==> config.mk <==
export PLATFORM = sky130hd
export DESIGN_NAME = execute_stage
export DESIGN_NICKNAME = d
export VERILOG_FILES = /design/src/rtl/execute_stage.sv
export SDC_FILE = /design/constraint.sdc
export NUM_CORES = 1
export LEC_CHECK = 0
export ABC_AREA = 1
export CAP_MARGIN = 20
export CORE_ASPECT_RATIO = 1.75
export CORE_MARGIN = 3
export CORE_UTILIZATION = 48
export CTS_BUF_LIST = sky130_fd_sc_hd__clkbuf_8 sky130_fd_sc_hd__clkbuf_16
export CTS_CLUSTER_DIAMETER = 80
export DETAILED_ROUTE_END_ITERATION = 16
export PLACE_DENSITY = 0.79
export SETUP_SLACK_MARGIN = 0.15
export SYNTH_ARGS = -nofsm -noshare
export SYNTH_HDL_FRONTEND = slang
export SYNTH_SLANG_ARGS = --single-unit
==> constraint.sdc <==
create_clock -name clk -period 2.95 [get_ports clk]
set_input_delay 0.295 -clock clk [delete_from_list [all_inputs] [get_ports clk]]
set_output_delay 0.295 -clock clk [all_outputs]
set_load 0.02 [all_outputs]
==> src/rtl/execute_stage.sv <==
// EX stage of the five-stage MIPS pipeline: ALU, branch target, dest-register select, EX/MEM register.
// Optional signed-overflow detection on R-type ADD/SUB is enabled with `define EX_OVERFLOW_EN.
module execute_stage (
    input  logic        clk,
    input  logic        rst,
    input  logic        flush,
    input  logic [1:0]  id_ex_wb,
    input  logic [2:0]  id_ex_mem,
    input  logic [3:0]  id_ex_execute,
    input  logic [31:0] id_ex_npc,
    input  logic [31:0] id_ex_readdat1,
    input  logic [31:0] id_ex_readdat2,
    input  logic [31:0] id_ex_sign_ext,
    input  logic [4:0]  id_ex_instr_bits_20_16,
    input  logic [4:0]  id_ex_instr_bits_15_11,
    output logic [1:0]  ex_mem_wb,
    output logic [2:0]  ex_mem_mem,
    output logic [31:0] ex_mem_branch_target,
    output logic        ex_mem_zero,
    output logic [31:0] ex_mem_alu_result,
    output logic [31:0] ex_mem_readdat2,
    output logic [4:0]  ex_mem_write_reg
`ifdef EX_OVERFLOW_EN
    ,
    output logic        ex_mem_ovf
`endif
);

    localparam logic [5:0] FN_ADD = 6'h20;
    localparam logic [5:0] FN_SUB = 6'h22;
    localparam logic [5:0] FN_AND = 6'h24;
    localparam logic [5:0] FN_OR  = 6'h25;
    localparam logic [5:0] FN_SLT = 6'h2A;

    function automatic logic [31:0] alu_eval(input logic [1:0] aluop, input logic [5:0] funct,
                                             input logic signed [31:0] a, input logic signed [31:0] b);
        logic [31:0] r;
        r = '0;
        case (aluop)
            2'b00: r = a + b;
            2'b01: r = a - b;
            2'b10: begin
                case (funct)
                    FN_ADD:  r = a + b;
                    FN_SUB:  r = a - b;
                    FN_AND:  r = a & b;
                    FN_OR:   r = a | b;
                    FN_SLT:  r = (a < b) ? 32'd1 : 32'd0;
                    default: r = '0;
                endcase
            end
            default: r = '0;
        endcase
        return r;
    endfunction

`ifdef EX_OVERFLOW_EN
    // Only R-type ADD/SUB trap; address and branch-compare arithmetic are allowed to wrap.
    function automatic logic ovf_eval(input logic [1:0] aluop, input logic [5:0] funct,
                                      input logic signed [31:0] a, input logic signed [31:0] b,
                                      input logic [31:0] r);
        logic o;
        o = 1'b0;
        if (aluop == 2'b10) begin
            if (funct == FN_ADD)
                o = (a[31] == b[31]) && (r[31] != a[31]);
            else if (funct == FN_SUB)
                o = (a[31] != b[31]) && (r[31] != a[31]);
        end
        return o;
    endfunction
`endif

    logic              regdst_p0;
    logic [1:0]        aluop_p0;
    logic              alusrc_p0;
    logic signed [31:0] op_a_p0;
    logic signed [31:0] op_b_p0;
    logic [31:0]       alu_res_p0;
    logic [31:0]       branch_tgt_p0;
    logic [4:0]        write_reg_p0;
    logic              regwrite_p0;

    assign {regdst_p0, aluop_p0, alusrc_p0} = id_ex_execute;
    assign op_a_p0       = id_ex_readdat1;
    assign op_b_p0       = alusrc_p0 ? id_ex_sign_ext : id_ex_readdat2;
    assign alu_res_p0    = alu_eval(aluop_p0, id_ex_sign_ext[5:0], op_a_p0, op_b_p0);
    assign branch_tgt_p0 = id_ex_npc + id_ex_sign_ext;
    assign write_reg_p0  = regdst_p0 ? id_ex_instr_bits_15_11 : id_ex_instr_bits_20_16;

`ifdef EX_OVERFLOW_EN
    logic ovf_p0;
    assign ovf_p0      = ovf_eval(aluop_p0, id_ex_sign_ext[5:0], op_a_p0, op_b_p0, alu_res_p0);
    assign regwrite_p0 = id_ex_wb[1] & ~ovf_p0;
`else
    assign regwrite_p0 = id_ex_wb[1];
`endif

    // EX/MEM register boundary
    always_ff @(posedge clk) begin
        if (rst) begin
            ex_mem_wb            <= '0;
            ex_mem_mem           <= '0;
            ex_mem_branch_target <= '0;
            ex_mem_zero          <= 1'b0;
            ex_mem_alu_result    <= '0;
            ex_mem_readdat2      <= '0;
            ex_mem_write_reg     <= '0;
`ifdef EX_OVERFLOW_EN
            ex_mem_ovf           <= 1'b0;
`endif
        end else begin
            ex_mem_branch_target <= branch_tgt_p0;
            ex_mem_zero          <= (alu_res_p0 == 32'd0);
            ex_mem_alu_result    <= alu_res_p0;
            ex_mem_readdat2      <= id_ex_readdat2;
            ex_mem_write_reg     <= write_reg_p0;
`ifdef EX_OVERFLOW_EN
            ex_mem_ovf           <= ovf_p0;
`endif
            if (flush) begin
                ex_mem_wb  <= '0;
                ex_mem_mem <= '0;
            end else begin
                ex_mem_wb  <= {regwrite_p0, id_ex_wb[0]};
                ex_mem_mem <= id_ex_mem;
            end
        end
    end

endmodule

==> results of run 1 <==
-- synthesized netlist by cell type (7+ instances only) --
cell | count | area share [%]
nor2_1 | 242 | 7.7
nor2_2 | 11 | 0.59
buf_2 | 18 | 0.77
nand3_1 | 180 | 7.7
ha_1 | 145 | 15
o21ai_0 | 118 | 5.0
nor3_1 | 9 | 0.38
inv_1 | 380 | 12
o21bai_1 | 7 | 0.45
inv_2 | 20 | 0.64
a21oi_1 | 129 | 5.5
nand4_1 | 23 | 1.2
clkbuf_1 | 19 | 0.61
o22ai_1 | 18 | 0.96
xor2_1 | 8 | 0.60
dfxtp_1 | 107 | 18
nand2_1 | 540 | 17
o21ai_1 | 7 | 0.30
-- cell families after synthesis --
kind of cell	Yosys count	share of synthesized area, %
AOI/OAI and AO/OA	312	14.4
xor gates and xnor gates	9	0.671
adders and majority gates	148	16.0
buffers and inverters	443	14.4
DFF	107	18.2
and+or+nand+nor	1028	36.3
-- per-stage QoR --
stage	cells	hold WS, ps
after CTS	3068	311
after detailed placement	3036	779
after global placement	3036	764
after floorplan	2047	402
-- per-layer routing --
metal	track usage, %	GRT overflow
met5	1.10	0
met4	58.8	3
met1	50.0	0
met2	85.7	3
met3	24.3	0
-- what timing repair did --
action | CTS
hold buffers | 0
endpoints found under the hold margin | 0
resized for setup | 251
pin swaps | 62
setup buffers | 16
setup endpoints to repair | 22
==> run_results.csv, run 1 <==
group,metric,value,unit
run_status,status,"did not finish",
run_status,haltStage,"5_1_grt",
run_status,error_line,"[ERROR GRT-0232] Routing congestion too high. Check the congestion heatmap in the GUI.",
synthesis,avgSynthCellArea,5.74,um^2
sta,endpoint_type,"sequential cell input",
die,dieWidth,124,um
global_routing,grtUsageTotal,54.5,%
clocking,cts.path.max_buffers,2,
synthesis,yosys_register_bits,107,
synthesis,yosysWarnings,0,
clocking,htree_num_levels,3,
global_routing,grt_max_degree,42,
global_routing,grt_overflow,6,
synthesis,synth_edf_count,0,
die,die_h,213,um
placed_design,routabilityCongestion,1.14,
synthesis,ys_types,44,
die,num_rows,75,
synthesis,syn_inst,2047,
placed_design,dpl.hpwl,49000,um
sta,postGrtWorstEndpoint,"ex_mem_zero$_SDFF_PP0_/D",
placed_design,numPortBuffers,256,
clocking,cts_made_buffers,9,
die,io_pins,257,
placed_design,post-place-ws,-827,ps
die,initial_core_util,48.9,%
clocking,cts_num_sinks,107,
synthesis,synth_ff_type,"dfxtp_1",
placed_design,placed_cell_area,18100,um^2
synthesis,netlist_area,11700,um^2
synthesis,seq_area_frac_synth,18.2,%
synthesis,synthesis.nets,2345,
synthesis,synthArstFlopShare,0,%
clocking,root_buffer,"clkbuf_16",
==> run 2, diff against run 1 <==
==> config.mk (replaced) <==
export PLATFORM = sky130hd
export DESIGN_NAME = execute_stage
export DESIGN_NICKNAME = d
export VERILOG_FILES = /design/src/rtl/execute_stage.sv
export SDC_FILE = /design/constraint.sdc
export NUM_CORES = 1
export LEC_CHECK = 0
export ABC_AREA = 1
export CAP_MARGIN = 20
export CORE_MARGIN = 3
export CORE_UTILIZATION = 40
export DETAILED_ROUTE_END_ITERATION = 16
export PLACE_DENSITY_LB_ADDON = 0.15
export SYNTH_ARGS = -nofsm -noshare
export SYNTH_HDL_FRONTEND = slang
export SYNTH_SLANG_ARGS = --single-unit
==> constraint.sdc (replaced) <==
create_clock -name clk -period 3.8 [get_ports clk]
set_input_delay 0.38 -clock clk [delete_from_list [all_inputs] [get_ports clk]]
set_output_delay 0.38 -clock clk [all_outputs]
set_load 0.02 [all_outputs]
==> run 2 against run 1 <==
The run now ends clean. Area after synthesis is the same. Synthesized cell count is the same.
==> run_results.csv, run 2 <==
group,metric,value,unit
worst_setup_path,slowest_delay,700,ps
sta,final-hold-violation-count,0,
sta,slew-limit-headroom,38.6,%
drt,post_drt_wl_per_cell,18.9,um
clocking,hold_buffers,0,
synthesis,synthesis.nets,2345,
synthesis,seq_area_frac_synth,18.2,%
clocking,clkTransAtPathRegs,90,ps
synthesis,yosysWarnings,0,
synthesis,syn_inst,2047,
worst_setup_path,path_common_cell,"nand2_1",
synthesis,synth_edf_count,0,
global_routing,grt_antenna_before_repair,1,
synthesis,synth_top_area_cell,"dfxtp_1",
worst_setup_path,crit_type,"input port to flop",
drt,drcViolationCount,0,
worst_setup_path,required,4110,ps
synthesis,yosysMostFrequentCell,"nand2_1",
run_status,status,"complete, no violations",
global_routing,grt_pass1_wl,80000,um
die,die_h,177,um
die,die_area,31500,um^2
global_routing,grt_overflow,0,
sta,max_clock_freq,280,MHz
drt,wl,53800,um
finish,largestRegisters,"ex_mem_alu_result x32, ex_mem_branch_target x32, ex_mem_readdat2 x32",
drt,vias,14600,
placed_design,placed_cell_area,16000,um^2
power,leakage,8.77,nW
synthesis,yosys-top-cells-count,"nand2_1, inv_1, nor2_1",
worst_setup_path,path_max_fanout,5,
sta,finalCritPeriodShare,93.9,%
clocking,htree_num_levels,3,
global_routing,grt_max_degree,60,
finish,fin_nets,2761,
sta,min_period,3570,ps
placed_design,routabilityCongestion,1.12,
die,num_rows,62,
sta,worstMarginPinSlew,911,ps
synthesis,yosys_register_bits,107,
drt,drt_iter0_drc,1351,
synthesis,synth_ff_type,"dfxtp_1",
synthesis,yosysTopAreaCellShare,18.2,%
finish,final_core_util,56.6,%
die,dieWidth,177,um
sta,slew_violations,0,
placed_design,dpl.hpwl,45400,um
clocking,cts_tree,"built",
clocking,cts_setup_buffers,0,
power,power,0.00474,W
sta,setup_viol,0,
placed_design,numPortBuffers,256,
synthesis,ys_types,44,
finish,mostFrequentLayoutCells,"nand2_1, inv_1, clkdlybuf4s50_1",
clocking,cts.path.max_buffers,2,
sta,setup_ws,233,ps
synthesis,synthTopCellsByArea,"dfxtp_1, nand2_1, ha_1",
worst_setup_path,cp-end-kind,"flop",
die,core-area,28900,um^2
power,peakVddDrop,0.000217,V
global_routing,grtUsageTotal,33.6,%
finish,fin_area,16300,um^2
worst_setup_path,path_cells,"clkdlybuf4s50_1 > o21ai_0 > ha_1 > buf_4 > nor2_1 > nand2_1 > nor3_1 > buf_4 > nand2_1 > nand2_1 > nand2_1 > nand3_1 > nand2_1 > nand2_1 > nand2_1 > nor3_1 > nand3_1 > nor2_1",
clocking,cts_made_buffers,9,
finish,layout_commonest_cell,"nand2_1",
finish,final_layout_size_suffix_gt1_share,10.5,%
finish,area_growth,39.2,%
synthesis,synthArstFlopShare,0,%
clocking,root_buffer,"clkbuf_16",
synthesis,avgSynthCellArea,5.74,um^2
drt,first_pass_iters,7,
drt,drt-vias-per-instance,5.12,
sta,rsz0062_at_grt,"no",
global_routing,grt_pass1_vias,14100,
worst_setup_path,cp-start-kind,"input port",
clocking,cts_resized,0,
flow_run,drv_cap,0,
die,initial_core_util,40.7,%
die,io_pins,257,
clocking,cts_num_sinks,107,
drt,ant_nets,0,
worst_hold_path,hp-class,"input port to flop",
placed_design,post-place-ws,-244,ps
power,powerDensity,290,nW/um^2
synthesis,netlist_area,11700,um^2
worst_setup_path,cp_slowest_cell,"o21ai_0",
worst_setup_path,crit_arrival,3880,ps
==> run 2: cell counts after synthesis <==
Identical to the previous run, type by type.
==> run 2: path summary, 6_finish.rpt <==
| kind | from | cells after the start | end | slack [ps] |
|---|---|---|---|---|
| max | id_ex_readdat2[27] | 18 | ex_mem_zero | 230 |
| min | id_ex_mem[1] | 3 | ex_mem_mem[1] | 530 |
==> run 2: power by group <==
part | leakage, nW | internal [W] | switching, W
logic | 7.74 | 0.000985 | 0.00151
registers | 0.888 | 0.00121 | 0.0000260
clock network | 0.145 | 0.000464 | 0.000537
total | 8.77 | 0.00266 | 0.00207
==> run 2: cell type report <==
cell class	count	area [um^2]
Multi-Input combinational cell	1497	7920
Clock buffer	9	225
Tap cell	384	480
Sequential cell	107	2140
Timing Repair Buffer	447	4000
Clock inverter	7	67.6
Fill cell	2973	12500
Antenna cell	1	2.50
Inverter	401	1510
==> run 2: critical path: cells and delay by family <==
kind	cells	cell delay, ps
buf+inv	3	750
simple gates	13	1630
compound gates	1	700
fa+ha+maj	1	420
==> run 2: metrics by stage <==
step / cells / TNS (ps) / hold slack [ps]
2_1_floorplan: 2047 / 0 / 487
3_3_place_gp: 2836 / -225 / 905
3_5_place_dp: 2836 / -244 / 912
4_1_cts: 2852 / 0 / 515
5_1_grt: 2853 / 0 / 523
6_report: 2853 / 0 / 525
==> run 2: routing by layer <==
metal  wire [um]  share of wire [%]  GRT usage (%)
met3        4850                9.0           7.02
met1       22900                 43           43.6
met2       24400                 45           56.0
met5           0                  0              0
met4        1580                2.9           10.0
==> run 2: cells by family after synthesis <==
logic type	count (synthesis)	synth area share, %
simple gates	1028	36.3
buf+inv	443	14.4
compound gates	312	14.4
fa+ha+maj	148	16.0
flops	107	18.2
xor+xnor	9	0.671
(Power assumes the default switching activity.)
==> run 3, diff against run 2 <==
==> constraint.sdc (replaced) <==
create_clock -name clk -period 3.2 [get_ports clk]
set_input_delay 0.32 -clock clk [delete_from_list [all_inputs] [get_ports clk]]
set_output_delay 0.32 -clock clk [all_outputs]
set_load 0.02 [all_outputs]
==> run 3 against run 2 <==
Combinational power up 38%. Non-clock buffer count up 221. Critical path depth up 4. Final area up 13%. Die area unchanged. Global-route usage up 1.3 points. Setup slack worse by 160 ps.
==> run_results.csv, run 3 (synthesis results as in run 2) <==
group,metric,value,unit
clocking,cts_tree,"built",
finish,final_layout_size_suffix_gt1_share,21.5,%
finish,nFillCells,2801,
worst_setup_path,crit_type,"input port to flop",
sta,min_period,3130,ps
placed_design,dpl.hpwl,47800,um
global_routing,grt_antenna_before_repair,1,
die,die_area,31500,um^2
placed_design,post-place-ws,-570,ps
drt,vias,15700,
worst_setup_path,path_cells,"clkdlybuf4s50_1 > o21ai_4 > buf_4 > inv_1 > ha_1 > nand2_1 > nand2_1 > nand2_1 > nand2_1 > buf_4 > a21oi_1 > buf_4 > nand4_1 > nand3_1 > nand2_1 > nand2_1 > nand3_1 > nor2_1 > nand2_1 > nor2_1 > nand2_1 > nor2_1",
run_status,status,"complete, no violations",
global_routing,grt_pass1_wl,83200,um
finish,layout_commonest_cell,"nand2_1",
clocking,hold_buffers,0,
sta,rsz0062_at_grt,"yes",
finish,fin_area,18500,um^2
sta,setup_tns,0,ps
worst_setup_path,cp_slowest_cell,"clkdlybuf4s50_1",
drt,ant_nets,0,
finish,fin_cells,3073,
sta,setup_ws,69.5,ps
global_routing,grtUsageTotal,34.9,%
power,p_int,0.00352,W
sta,slew-limit-headroom,52.3,%
power,peakVddDrop,0.000414,V
die,io_pins,257,
placed_design,routabilityCongestion,1.07,
finish,multiInputGateArea,8390,um^2
power,powerDensity,333,nW/um^2
die,dieWidth,177,um
worst_setup_path,path_max_fanout,3,
sta,slew_violations,0,
die,num_rows,62,
clocking,cts_made_buffers,9,
clocking,cts_num_sinks,107,
placed_design,numPortBuffers,256,
drt,wl,56800,um
sta,setup_viol,0,
finish,fin_nets,2982,
worst_setup_path,crit_arrival,3440,ps
finish,seq_area,2140,um^2
global_routing,grt_overflow,0,
die,core-area,28900,um^2
sta,final-hold-violation-count,0,
placed_design,place_inst,3046,
finish,area_growth,57.6,%
global_routing,grt_pass1_vias,15200,
sta,worstMarginPinSlew,714,ps
clocking,cts.path.max_buffers,2,
finish,final_core_util,64.2,%
worst_hold_path,hp-class,"input port to flop",
worst_setup_path,slowest_delay,460,ps
clocking,root_buffer,"clkbuf_16",
worst_setup_path,required,3510,ps
power,leakage,9.92,nW
power,p_clk_share,20.2,%
power,swShare,43.0,%
flow_run,drv_cap,0,
worst_setup_path,cp-end-kind,"flop",
power,pwr-share-comb,55.9,%
sta,max_clock_freq,319,MHz
drt,drt_iter0_drc,1278,
finish,antenna_cells,0,
drt,first_pass_iters,8,
worst_setup_path,cp-start-kind,"input port",
clocking,clkTransAtPathRegs,90,ps
die,initial_core_util,40.7,%
finish,mostFrequentLayoutCells,"nand2_1, buf_4, inv_1",
worst_setup_path,path_common_cell,"nand2_1",
placed_design,placed_cell_area,17600,um^2
drt,drcViolationCount,0,
drt,drt-vias-per-instance,5.10,
finish,largestRegisters,"ex_mem_alu_result x32, ex_mem_branch_target x32, ex_mem_readdat2 x32",
die,die_h,177,um
power,power_switching,0.00265,W
power,p_seq_share,23.9,%
sta,finalCritPeriodShare,97.8,%
clocking,htree_num_levels,3,
global_routing,grt_max_degree,60,
drt,post_drt_wl_per_cell,18.5,um
run 3: metal layers:
metal	GRT usage, %	part of all wire [%]	vias up
met4	12.0	3.5	0
li1	-	-	7697
met1	44.1	41	7139
met3	7.55	9.1	89
met2	58.7	46	734
met5	0	0	-
run 3: final timing paths:
kind	startpoint	end	slack, ps	depth (start not counted)
worst max-delay path	id_ex_readdat2[11]	ex_mem_zero	70	22
worst min-delay path	id_ex_readdat2[3]	ex_mem_readdat2[3]	280	3
run 3: what timing repair did:
| item | in CTS | in global routing |
|---|---|---|
| endpoints found under the setup margin | 2 | 9 |
| resized for setup | 15 | 124 |
| setup buffers | 0 | 12 |
| pin swaps | 0 | 28 |
run 3: cell type report:
type | count | share of cell area (%)
multi-input combinational | 1497 | 45.3
timing repair buffer | 668 | 30.8
sequential | 107 | 11.6
inverter | 401 | 8.13
tap | 384 | 2.60
clock buffer | 9 | 1.22
clock inverter | 7 | 0.433
run 3: through the flow:
| stage | total power [W] | hold WS, ps |
|---|---|---|
| after floorplan | 0.00299 | 427 |
| after global placement | 0.00469 | 845 |
| after detailed placement | 0.00471 | 850 |
| after CTS | 0.00598 | 458 |
| after global routing | 0.00650 | 283 |
| final | 0.00617 | 284 |
run 3: worst max-delay path: cells and delay by family:
family          cells  cell delay (ps)
compound gates      2              500
simple gates       14             1430
fa+ha+maj           1              180
buf+inv             5              980
run 3: power by group through the flow:
stage / Clock, W / Combinational, W / Sequential, W
after global routing: 0.00129 / 0.00372 / 0.00149
after CTS: 0.00127 / 0.00324 / 0.00148
after floorplan: 0 / 0.00135 / 0.00165
after global placement: 0 / 0.00319 / 0.00150
final: 0.00125 / 0.00345 / 0.00148
after detailed placement: 0 / 0.00321 / 0.00150
==> run 4, diff against run 3 <==
--- a/config.mk
+++ b/config.mk
@@ -6,7 +6,7 @@
 export NUM_CORES = 1
 export LEC_CHECK = 0
 export ABC_AREA = 1
-export CAP_MARGIN = 20
+export CAP_MARGIN = 15
 export CORE_MARGIN = 3
 export CORE_UTILIZATION = 40
 export DETAILED_ROUTE_END_ITERATION = 16
==> results of run 4 <==
Final layout, timing and power as in run 3 (identical DEF).
